--- src/rtl/reciprocal_pkg.sv ---
`default_nettype none
// +----------------------------------------------------------------------------+
// | Package    : reciprocal_pkg                                                |
// | Purpose    : Shared FSM state encoding, seed-constant functions and the    |
// |              default QM.N data type for the iterative reciprocal block.    |
// | Options    : RECIPROCAL_ITER_NEWTON_EN adds the NR1/NR2 refinement states. |
// | Revision   : 1.0 - initial release                                         |
// +----------------------------------------------------------------------------+
package reciprocal_pkg;

  localparam int DEF_M = 12;
  localparam int DEF_N = 12;
  localparam int DEF_W = DEF_M + DEF_N;

  typedef logic signed [DEF_W-1:0] q_default_t;

`ifdef RECIPROCAL_ITER_NEWTON_EN
  typedef enum logic [2:0] {
    S_IDLE = 3'd0,
    S_NORM = 3'd1,
    S_MUL1 = 3'd2,
    S_MUL2 = 3'd3,
    S_NR1  = 3'd4,
    S_NR2  = 3'd5,
    S_FIN  = 3'd6,
    S_DONE = 3'd7
  } state_t;
`else
  typedef enum logic [2:0] {
    S_IDLE = 3'd0,
    S_NORM = 3'd1,
    S_MUL1 = 3'd2,
    S_MUL2 = 3'd3,
    S_FIN  = 3'd4,
    S_DONE = 3'd5
  } state_t;
`endif

  // round(x - 0.5) equals floor(x) for the non-half-integer products used
  // here, so the seeds reduce to exact integer divisions.
  function automatic longint k1_const(input int n);
    return (longint'(1466) << n) / 1000;
  endfunction

  function automatic longint k2_const(input int n);
    return (longint'(10012) << n) / 10000;
  endfunction

  function automatic longint nsat_const(input int w);
    return (longint'(1) << (w - 1)) - 1;
  endfunction

endpackage
`default_nettype wire

--- src/rtl/reciprocal_lzc.sv ---
`default_nettype none
// +----------------------------------------------------------------------------+
// | Module     : reciprocal_lzc                                                |
// | Purpose    : Parametrised leading-zero counter. An all-zero input reports  |
// |              W.                                                            |
// | Ports      : din   in  W      value to scan                                |
// |              count out LW     leading zeros, LW = $clog2(W+1)              |
// | Revision   : 1.0 - initial release                                         |
// +----------------------------------------------------------------------------+
module reciprocal_lzc #(
  parameter  int W  = 24,
  localparam int LW = $clog2(W + 1)
) (
  input  logic [W-1:0]  din,
  output logic [LW-1:0] count
);

  // Scan from LSB upward; the highest set bit is the last one to overwrite.
  always_comb begin
    count = LW'(W);
    for (int i = 0; i < W; i++) begin
      if (din[i]) begin
        count = LW'(W - 1 - i);
      end
    end
  end

endmodule
`default_nettype wire

--- src/rtl/reciprocal_iter.sv ---
`default_nettype none
// +----------------------------------------------------------------------------+
// | Module     : reciprocal_iter                                               |
// | Purpose    : Multi-cycle signed QM.N reciprocal. The operand magnitude is  |
// |              normalised into [0.5,1), a two-step polynomial seed is built  |
// |              on one shared WxW multiplier, then rescaled, saturated and    |
// |              re-signed.                                                    |
// | Ports      : clk      in  1  rising-edge clock                             |
// |              reset_n  in  1  asynchronous active-low reset                 |
// |              i_valid  in  1  operand valid                                 |
// |              i_ready  out 1  high only in IDLE                             |
// |              i_data   in  W  signed QM.N operand                           |
// |              i_abs    in  1  return magnitude only                         |
// |              o_valid  out 1  result valid (held until o_ready)             |
// |              o_ready  in  1  consumer accepts result                       |
// |              o_data   out W  signed QM.N reciprocal                        |
// |              o_sat    out 1  result saturated                              |
// | Options    : RECIPROCAL_ITER_NEWTON_EN inserts NR1/NR2 (latency 4 -> 6).   |
// | Revision   : 1.0 - initial release                                         |
// +----------------------------------------------------------------------------+
module reciprocal_iter #(
  parameter  int M  = 12,
  parameter  int N  = 12,
  localparam int W  = M + N,
  localparam int LW = $clog2(W + 1)
) (
  input  logic         clk,
  input  logic         reset_n,
  input  logic         i_valid,
  output logic         i_ready,
  input  logic [W-1:0] i_data,
  input  logic         i_abs,
  output logic         o_valid,
  input  logic         o_ready,
  output logic [W-1:0] o_data,
  output logic         o_sat
);

  import reciprocal_pkg::*;

  localparam logic signed [W-1:0] K1   = W'(k1_const(N));
  localparam logic signed [W-1:0] K2   = W'(k2_const(N));
  localparam logic        [W-1:0] NSAT = W'(nsat_const(W));
`ifdef RECIPROCAL_ITER_NEWTON_EN
  localparam logic signed [W-1:0] TWO  = W'(longint'(2) << N);
`endif

  state_t state, state_nxt;

  logic [W-1:0]        data_q;
  logic                abs_q, neg_q, zero_q;
  logic [LW-1:0]       lzc_q;
  logic signed [W-1:0] a_q, b_q, c_q, e_q;
`ifdef RECIPROCAL_ITER_NEWTON_EN
  logic signed [W-1:0] r_q, t_q;
  logic                ovf_q;
`endif

  logic [W-1:0]          mag;
  logic [LW-1:0]         lzc_w;
  logic [W-1:0]          norm_w;
  logic signed [W-1:0]   b_w, d_w;
  logic signed [W-1:0]   mul_x, mul_y, mul_slice;
  logic signed [2*W-1:0] product;
  logic                  unused_prod;
  logic signed [W-1:0]   scaled_e;
  logic                  e_ovf;
  logic [W-1:0]          recip;
  logic                  recip_ovf;
  int                    fin_shift;
  logic [2*W-1:0]        frame;
  logic                  fin_sat;
  logic [W-1:0]          fin_mag, fin_data;

  // ---------------- FSM ----------------
  always_ff @(posedge clk or negedge reset_n) begin
    if (!reset_n) begin
      state <= S_IDLE;
    end else begin
      state <= state_nxt;
    end
  end

  always_comb begin
    state_nxt = state;
    i_ready   = 1'b0;
    o_valid   = 1'b0;
    case (state)
      S_IDLE: begin
        i_ready = 1'b1;
        if (i_valid) state_nxt = S_NORM;
      end
      S_NORM: state_nxt = S_MUL1;
      S_MUL1: state_nxt = S_MUL2;
`ifdef RECIPROCAL_ITER_NEWTON_EN
      S_MUL2: state_nxt = S_NR1;
      S_NR1:  state_nxt = S_NR2;
      S_NR2:  state_nxt = S_FIN;
`else
      S_MUL2: state_nxt = S_FIN;
`endif
      S_FIN:  state_nxt = S_DONE;
      S_DONE: begin
        o_valid = 1'b1;
        if (o_ready) state_nxt = S_IDLE;
      end
      default: state_nxt = S_IDLE;
    endcase
  end

  // ---------------- normalisation ----------------
  // The most-negative operand negates to itself; read unsigned it is the
  // correct magnitude 2^(W-1).
  assign mag = data_q[W-1] ? -data_q : data_q;

  reciprocal_lzc #(.W(W)) u_lzc (
    .din   (mag),
    .count (lzc_w)
  );

  // Left-justify, then drop M bits so the leading one lands on bit N-1 (0.5).
  assign norm_w = (mag << lzc_w) >> M;

  // ---------------- shared multiplier ----------------
  assign b_w = K1 - a_q;
  assign d_w = K2 - c_q;

  always_comb begin
    mul_x = '0;
    mul_y = '0;
    case (state)
      S_MUL1: begin mul_x = a_q; mul_y = b_w; end
      S_MUL2: begin mul_x = d_w; mul_y = b_q; end
`ifdef RECIPROCAL_ITER_NEWTON_EN
      S_NR1:  begin mul_x = a_q; mul_y = scaled_e; end
      S_NR2:  begin mul_x = r_q; mul_y = TWO - t_q; end
`endif
      default: ;
    endcase
  end

  assign product     = mul_x * mul_y;
  assign mul_slice   = product[N +: W];
  assign unused_prod = ^{product[N-1:0], product[2*W-1:N+W]};

  // ---------------- finish: x4, rescale, saturate, sign ----------------
  assign scaled_e = {e_q[W-3:0], 2'b00};
  assign e_ovf    = e_q[W-1] | e_q[W-2];

`ifdef RECIPROCAL_ITER_NEWTON_EN
  assign recip     = r_q;
  assign recip_ovf = ovf_q;
`else
  assign recip     = scaled_e;
  assign recip_ovf = e_ovf;
`endif

  always_comb begin
    fin_shift = M - int'(lzc_q);
    frame     = {{W{1'b0}}, recip};
    if (fin_shift >= 0) begin
      frame = frame >> fin_shift;
    end else begin
      frame = frame << (-fin_shift);
    end
    // Magnitude must fit below the sign bit of the result window.
    fin_sat  = recip_ovf | zero_q | (|frame[2*W-1:W-1]);
    fin_mag  = fin_sat ? NSAT : frame[W-1:0];
    fin_data = neg_q ? -fin_mag : fin_mag;
  end

  // ---------------- datapath registers ----------------
  always_ff @(posedge clk or negedge reset_n) begin
    if (!reset_n) begin
      data_q <= '0;
      abs_q  <= 1'b0;
      neg_q  <= 1'b0;
      zero_q <= 1'b0;
      lzc_q  <= '0;
      a_q    <= '0;
      b_q    <= '0;
      c_q    <= '0;
      e_q    <= '0;
`ifdef RECIPROCAL_ITER_NEWTON_EN
      r_q    <= '0;
      t_q    <= '0;
      ovf_q  <= 1'b0;
`endif
      o_data <= '0;
      o_sat  <= 1'b0;
    end else begin
      case (state)
        S_IDLE: begin
          if (i_valid) begin
            data_q <= i_data;
            abs_q  <= i_abs;
          end
        end
        S_NORM: begin
          a_q    <= norm_w;
          lzc_q  <= lzc_w;
          neg_q  <= data_q[W-1] & ~abs_q;
          zero_q <= (mag == '0);
        end
        S_MUL1: begin
          b_q <= b_w;
          c_q <= mul_slice;
        end
        S_MUL2: e_q <= mul_slice;
`ifdef RECIPROCAL_ITER_NEWTON_EN
        S_NR1: begin
          r_q   <= scaled_e;
          ovf_q <= e_ovf;
          t_q   <= mul_slice;
        end
        S_NR2: r_q <= mul_slice;
`endif
        S_FIN: begin
          o_data <= fin_data;
          o_sat  <= fin_sat;
        end
        default: ;
      endcase
    end
  end

endmodule
`default_nettype wire

--- config.mk ---
export PLATFORM = sky130hd
export DESIGN_NAME = reciprocal_iter
export DESIGN_NICKNAME = d
export VERILOG_FILES = /design/src/rtl/reciprocal_pkg.sv /design/src/rtl/reciprocal_lzc.sv /design/src/rtl/reciprocal_iter.sv
export SDC_FILE = /design/constraint.sdc
export NUM_CORES = 1
export LEC_CHECK = 0
export ABC_AREA = 1
export CORE_MARGIN = 2
export CORE_UTILIZATION = 25
export CTS_BUF_LIST = sky130_fd_sc_hd__clkbuf_16
export CTS_CLUSTER_DIAMETER = 100
export CTS_CLUSTER_SIZE = 14
export DETAILED_ROUTE_END_ITERATION = 10
export GPL_ROUTABILITY_DRIVEN = 0
export GPL_TIMING_DRIVEN = 0
export PLACE_DENSITY = 0.44
export RECOVER_POWER = 50
export SLEW_MARGIN = 20
export SYNTH_ARGS = -nofsm -noshare
export SYNTH_HDL_FRONTEND = slang
export SYNTH_SLANG_ARGS = --single-unit
--- constraint.sdc ---
create_clock -name clk -period 21.5 [get_ports clk]
set_input_delay 3.225 -clock clk [delete_from_list [all_inputs] [get_ports clk]]
set_output_delay 3.225 -clock clk [all_outputs]
set_load 0.02 [all_outputs]
======== Word-level counts from Yosys, hierarchy flattened ========
Index checks and enable logic that the tools add are counted.
word-level totals
  memories ................................ 0
  ROM bits ................................ 0
  word-level logic and storage cells ...... 75
  bits in latches ......................... 0
  output and inout port bits .............. 27
  register bits ........................... 144
  bits in writable memories ............... 0
cells by class
  $lt $le $gt $ge ......................... 1
  add/subtract/negate cells ............... 6
  div/mod/pow operators ................... 0
  $mul .................................... 1
  eq/ne operators ......................... 7
  multiplexer cells ....................... 35
  shift operators ......................... 3
  reduce and logical (&&, ||, !) cells .... 5
  bitwise gates (word level) .............. 5
operators with widths
  kind                                                                count
  one-hot mux 24 bit (2 select lines)                                 2
  2-to-1 mux 5 bit                                                    16
  2-to-1 mux 24 bit                                                   3
  2-to-1 mux 48 bit                                                   1
  negator 24 bit                                                      2
  left shift 24 x 32 -> 48 bit                                        1
  >> shifter 24 x 32 -> 48 bit                                        1
  multiplier 24 x 24 -> 36 bit                                        1
  2-to-1 mux 4 bit                                                    8
  negator 6 -> 32 bit                                                 1
  OR reduction 25 bit                                                 1
  zero test 24 bit                                                    1
  left shift 24 x 5 -> 24 bit                                         1
  subtractor 14 x 24 -> 24 bit (first input constant)                 1
  one-hot mux 3 bit (6 select lines)                                  1
  subtractor 13 x 12 -> 14 bit (first input constant)                 1
  == test 3 x 2 -> 1 bit (second input constant)                      2
  == test 3 bit (second input constant)                               2
  greater-or-equal comparator 6 x 1 -> 1 bit (second input constant)  1
  2-to-1 mux 3 bit                                                    2
  subtractor 4 x 5 -> 6 bit (first input constant)                    1
  != test 2 bit (second input constant)                               2
  AND reduction 2 bit                                                 2
  == test 3 x 1 -> 1 bit (second input constant)                      1
  other kinds (5)                                                     8

======== Depth between registers and ports, before layout ========
  depth in word-level cells ............... 27
  gate-level depth with buffers ........... 52

======== Hierarchy ========
From an unflattened synthesis, not the netlist that was laid out.
second synthesis, totals
  cell total of the unflattened synthesis .. 3,316
  area total of the unflattened synthesis .. 23,015.8 um^2
modules (own cells, without submodules)
  module           seq. area each (um^2)  area an instance (um^2)  instances  cells an instance
  reciprocal_iter  3,328.2                22,701.8                 1          3,242
  reciprocal_lzc   0.0                    314.1                    1          74

======== Least setup slack after synthesis ========
No wires, ideal clock.
  path type ............................... reg-to-reg
  start ................................... register c_q[0]
  end ..................................... register e_q[21]
  path buffers ............................ 1
  arrival time ............................ 8,061 ps
  setup time .............................. 83 ps
  path slack .............................. 13,356 ps
  cell stages (with the launch flop) ...... 49
  cell sequence ........................... dfrtp_1 -> inv_1 -> ha_1 -> nor2_1 -> nor3_1 -> inv_1 -> nor2_1 -> inv_1 -> nor2_1 -> inv_1 -> nor2_1 -> inv_1 -> nor2_1 -> inv_1 -> nor2_1 -> nand2_1 -> a21oi_1 -> nand2_1 -> (+13 left out) -> inv_1 -> ha_1 -> fa_1 -> inv_1 -> fa_1 -> inv_1 -> ha_1 -> nand2_1 -> nor2_1 -> nand2_1 -> o41ai_1 -> nand3_1 -> nand2_1 -> nand4_1 -> o211ai_1 -> xor2_1 -> nand2_1 -> o21ai_0
on the way
  word-level cells in the longest chain between the ends .. 3
RTL lines
  item                                 line                    RTL
  start, declared                      reciprocal_iter.sv:53   logic signed [W-1:0] a_q, b_q, c_q, e_q;
  start signal, assigned               reciprocal_iter.sv:207  c_q <= mul_slice;
  subtractor 14 x 24 -> 24 bit         reciprocal_iter.sv:126  assign d_w = K2 - c_q;
  one-hot mux 24 bit (2 select lines)  reciprocal_iter.sv:131  case (state)
  multiplier 24 x 24 -> 36 bit         reciprocal_iter.sv:142  assign product = mul_x * mul_y;
  end signal, assigned                 reciprocal_iter.sv:209  S_MUL2: e_q <= mul_slice;
  end, declared                        reciprocal_iter.sv:53
No other way between the ends.
A chain may end at the register's enable or synchronous reset.

======== Worst setup path after layout ========
  start ................................... register c_q[0]
  end ..................................... register c_q[21]
on the way
  word-level cells in the longest chain between the ends .. 3
RTL lines
  item                                 line
  subtractor 14 x 24 -> 24 bit         reciprocal_iter.sv:126
  one-hot mux 24 bit (2 select lines)  reciprocal_iter.sv:131
  multiplier 24 x 24 -> 36 bit         reciprocal_iter.sv:142
No other way between the ends.

==> impl_metrics.toml <==
[worst_hold_path]
hp-class = "reg -> reg"

[yosys]
synth.largest_area_cell = "fa_1"
synth_top_area_frac = 0.234
synth-main-ff-cell = "dfrtp_1"
yosys-top-cells-area = "fa_1 (23%), nand2_1 (16%), dfrtp_1 (14%)"
synth-seq-cells = 133
synth_edf_count = 0
netlist_area_um2 = 23500
synth_area_per_cell_um2 = 6.69
async_reset_ff_frac = 1.00
synth_cells = 3512
ys.warnings.count = 0
synth_cell_types = 57
syn-num-nets = 3960
synth-seq-area-share = 0.142

[timing]
period_share = 0.478
hold_violations = 0
tns_ns = 0
fmax_ghz = 0.0973
rsz0062_at_grt = "no"
min_period_ns = 10.27
slew_viol_final = 136
setup_violations = 0
final.setup_skew_ns = 0.0117
worstMarginPinSlew_ns = 4.61
slew_headroom = -2.07

[route]
antenna_left = 0
wl_mm = 84.1
wl_per_cell_um = 17.3
num_vias = 22277
viasPerCell = 4.59
drt-initial-drc-count = 1640
drc_errors = 0
dr.pass1.iters = 6

[clock_network]
cts-buffers-inserted = 17
cts_resized = 0
cts_buffer_depth = 2
clk_latency_ns = 0.47
cts-root-buf = "clkbuf_16"
h-tree-depth = 4
tritoncts = "yes"
cts_hold_buf = 0
clkTransAtPathRegs_ns = 0.07
cts_setup_buffers = 0
clkSinkCount = 133

[floorplanning]
die_x_um = 311
start_util = 0.252
dieArea_um2 = 96400
dieHeight_um = 311
placementRows = 112
core_area_um2 = 93200
ioPinCount = 56

[outcome]
violations = "max-capacitance violations, max-slew violations"
status = "finished, violations left"

[critical_path]
worst_path_most_repeated_cell = "inv_1"
critPathRequiredTime_ns = 21.89
cpLargestDelayFamily = "adder cells"
critical_path_class = "reg -> reg"
crit_path_end_kind = "register"
path_max_fanout = 10
path_buf_inv = 13
startpoint_type = "register"
arrival_ns = 10.66
critPathMaxStageDelay_ns = 0.76
cp_slowest_cell = "o41ai_1"

[power]
combPwrFrac = 0.810
vdd_drop_max_v = 0.0000825
leakage_nw = 13.6
pwr-share-clk = 0.081
power_density_nw_per_um2 = 148
p_int_mw = 1.45
swShare = 0.625
netSwitchingPower_mw = 2.43
p_seq_frac = 0.109

[finish]
final_util = 0.282
diodes = 0
layout-drive-gt1-share = 0.0361
fin_nets = 4038
fillerInstances = 10610
synthToLayoutAreaGrowth_pct = 11.9

[placement]
port_buffers = 55
hpwlAfterDp_mm = 70.3

[run]
drv_cap = 2

[grt]
overflow = 0
grt_pass1_wl_mm = 133
antenna_found_initial = 1
grt_max_degree = 83
grt_pass1_vias = 22296
grt_usage = 0.176
==> power by group through the flow <==
stage               clock, mW  combinational [mW]  sequential (mW)
global placement            0                3.13            0.426
CTS                     0.323                3.14            0.423
finish                  0.316                3.14            0.422
detailed placement          0                3.12            0.426
floorplan                   0                2.10            0.429
global route            0.333                3.53            0.436
==> through the flow <==
step / total power, mW / std cells / setup WS, ns / hold slack (ns) / instance area [µm²]
floorplan: 2.53 / 3512 / 13.36 / 0.449 / 23500
CTS: 3.88 / 4857 / 11.23 / 0.482 / 26300
finish: 3.88 / 4857 / 11.23 / 0.484 / 26300
global route: 4.30 / 4857 / 10.44 / 0.499 / 26300
detailed placement: 3.54 / 4825 / 11.27 / 0.467 / 25700
global placement: 3.55 / 4821 / 11.17 / 0.459 / 25600
==> cell usage after synthesis (all sizes together), types with 2 or more instances <==
| master | n |
|---|---|
| o41ai | 2 |
| o22ai | 6 |
| a21oi | 86 |
| nor2 | 338 |
| fa | 274 |
| or2 | 12 |
| dfrtp | 133 |
| buf | 47 |
| o21bai | 4 |
| nand2 | 998 |
| clkinv | 9 |
| nand4 | 31 |
| nor4 | 6 |
| xor2 | 29 |
| xnor2 | 19 |
| nand3b | 17 |
| o221ai | 2 |
| a211oi | 2 |
| a31oi | 16 |
| o31ai | 7 |
| o21ai | 206 |
| o21a | 6 |
| mux2 | 6 |
| inv | 685 |
| a221oi | 2 |
| nand3 | 281 |
| a21o | 8 |
| o211ai | 18 |
| nor3 | 26 |
| ha | 145 |
| clkbuf | 82 |
==> registers in the layout, summed over array words and instances, names as in the netlist <==
signal  flops
e_q        24
abs_q       1
zero_q      1
o_data     24
lzc_q       5
a_q        12
data_q     24
neg_q       1
state       3
o_sat       1
b_q        13
c_q        24
==> worst paths after layout <==
check | endpoint | depth (start not counted) | slack, ns | startpoint
setup / recovery | c_q[21] | 48 | 11.23 | c_q[0]
max in group asynchronous | a_q[11] | 2 | 12.29 | reset_n
hold / removal | b_q[2] | 1 | 0.48 | b_q[2]
min in group asynchronous | o_data[3] | 1 | 3.71 | reset_n
hold reg to reg | b_q[2] | 1 | 0.48 | b_q[2]
setup reg to reg | c_q[21] | 48 | 11.23 | c_q[0]
==> layout make-up <==
cell class                      instances  area (µm²)  share of cell area
Inverter                              694        2610              0.0991
Multi-Input combinational cell       2556       17100               0.649
Sequential cell                       133        3330               0.127
Timing Repair Buffer                   59         586              0.0223
Clock buffer                           17         425              0.0162
Clock inverter                         15         180             0.00685
Tap cell                             1254        1570              0.0597
Buffer                                129         541              0.0206
==> kinds of logic after synthesis <==
family          count (synthesis)  share of synthesized area
compound gates                372                     0.0880
xor+xnor                       48                     0.0187
fa+ha+maj                     419                      0.311
buf+inv                       823                      0.134
flops                         133                      0.142
mux                             7                    0.00330
simple gates                 1710                      0.304
==> cell usage in the layout (no fill, tap or decap), types with 10 or more instances in the layout <==
cell	instances
nor3_1	25
o21ai_0	186
clkdlybuf4s50_1	54
nand4_1	31
o211ai_1	17
a21oi_1	83
ha_1	145
o21ai_1	11
or2_2	10
fa_1	274
dfrtp_1	133
buf_1	14
buf_2	27
xnor2_1	19
nand2_1	989
nand3_1	279
inv_1	679
a31oi_1	16
clkbuf_1	85
clkbuf_16	17
xor2_1	28
nand3b_1	17
nor2_1	324
==> worst register-to-register path: cells and delay by family (launching register included) <==
family | cells | cell delay [ns]
flip-flops | 1 | 0.36
AND/OR/NAND/NOR | 21 | 2.72
AO/OA/AOI/OAI | 4 | 1.22
XOR/XNOR | 1 | 0.33
adder cells (fa/ha/maj) | 9 | 4.14
buffers and inverters | 13 | 1.42
==> metal layers <==
metal,vias to the layer above,GRT usage,wire [µm]
li1,10943,-,-
met1,10745,0.256,40800
met2,530,0.286,38400
met3,59,0.0168,3830
met4,0,0.0305,1020
met5,-,0,0
(Power assumes the default switching activity.)
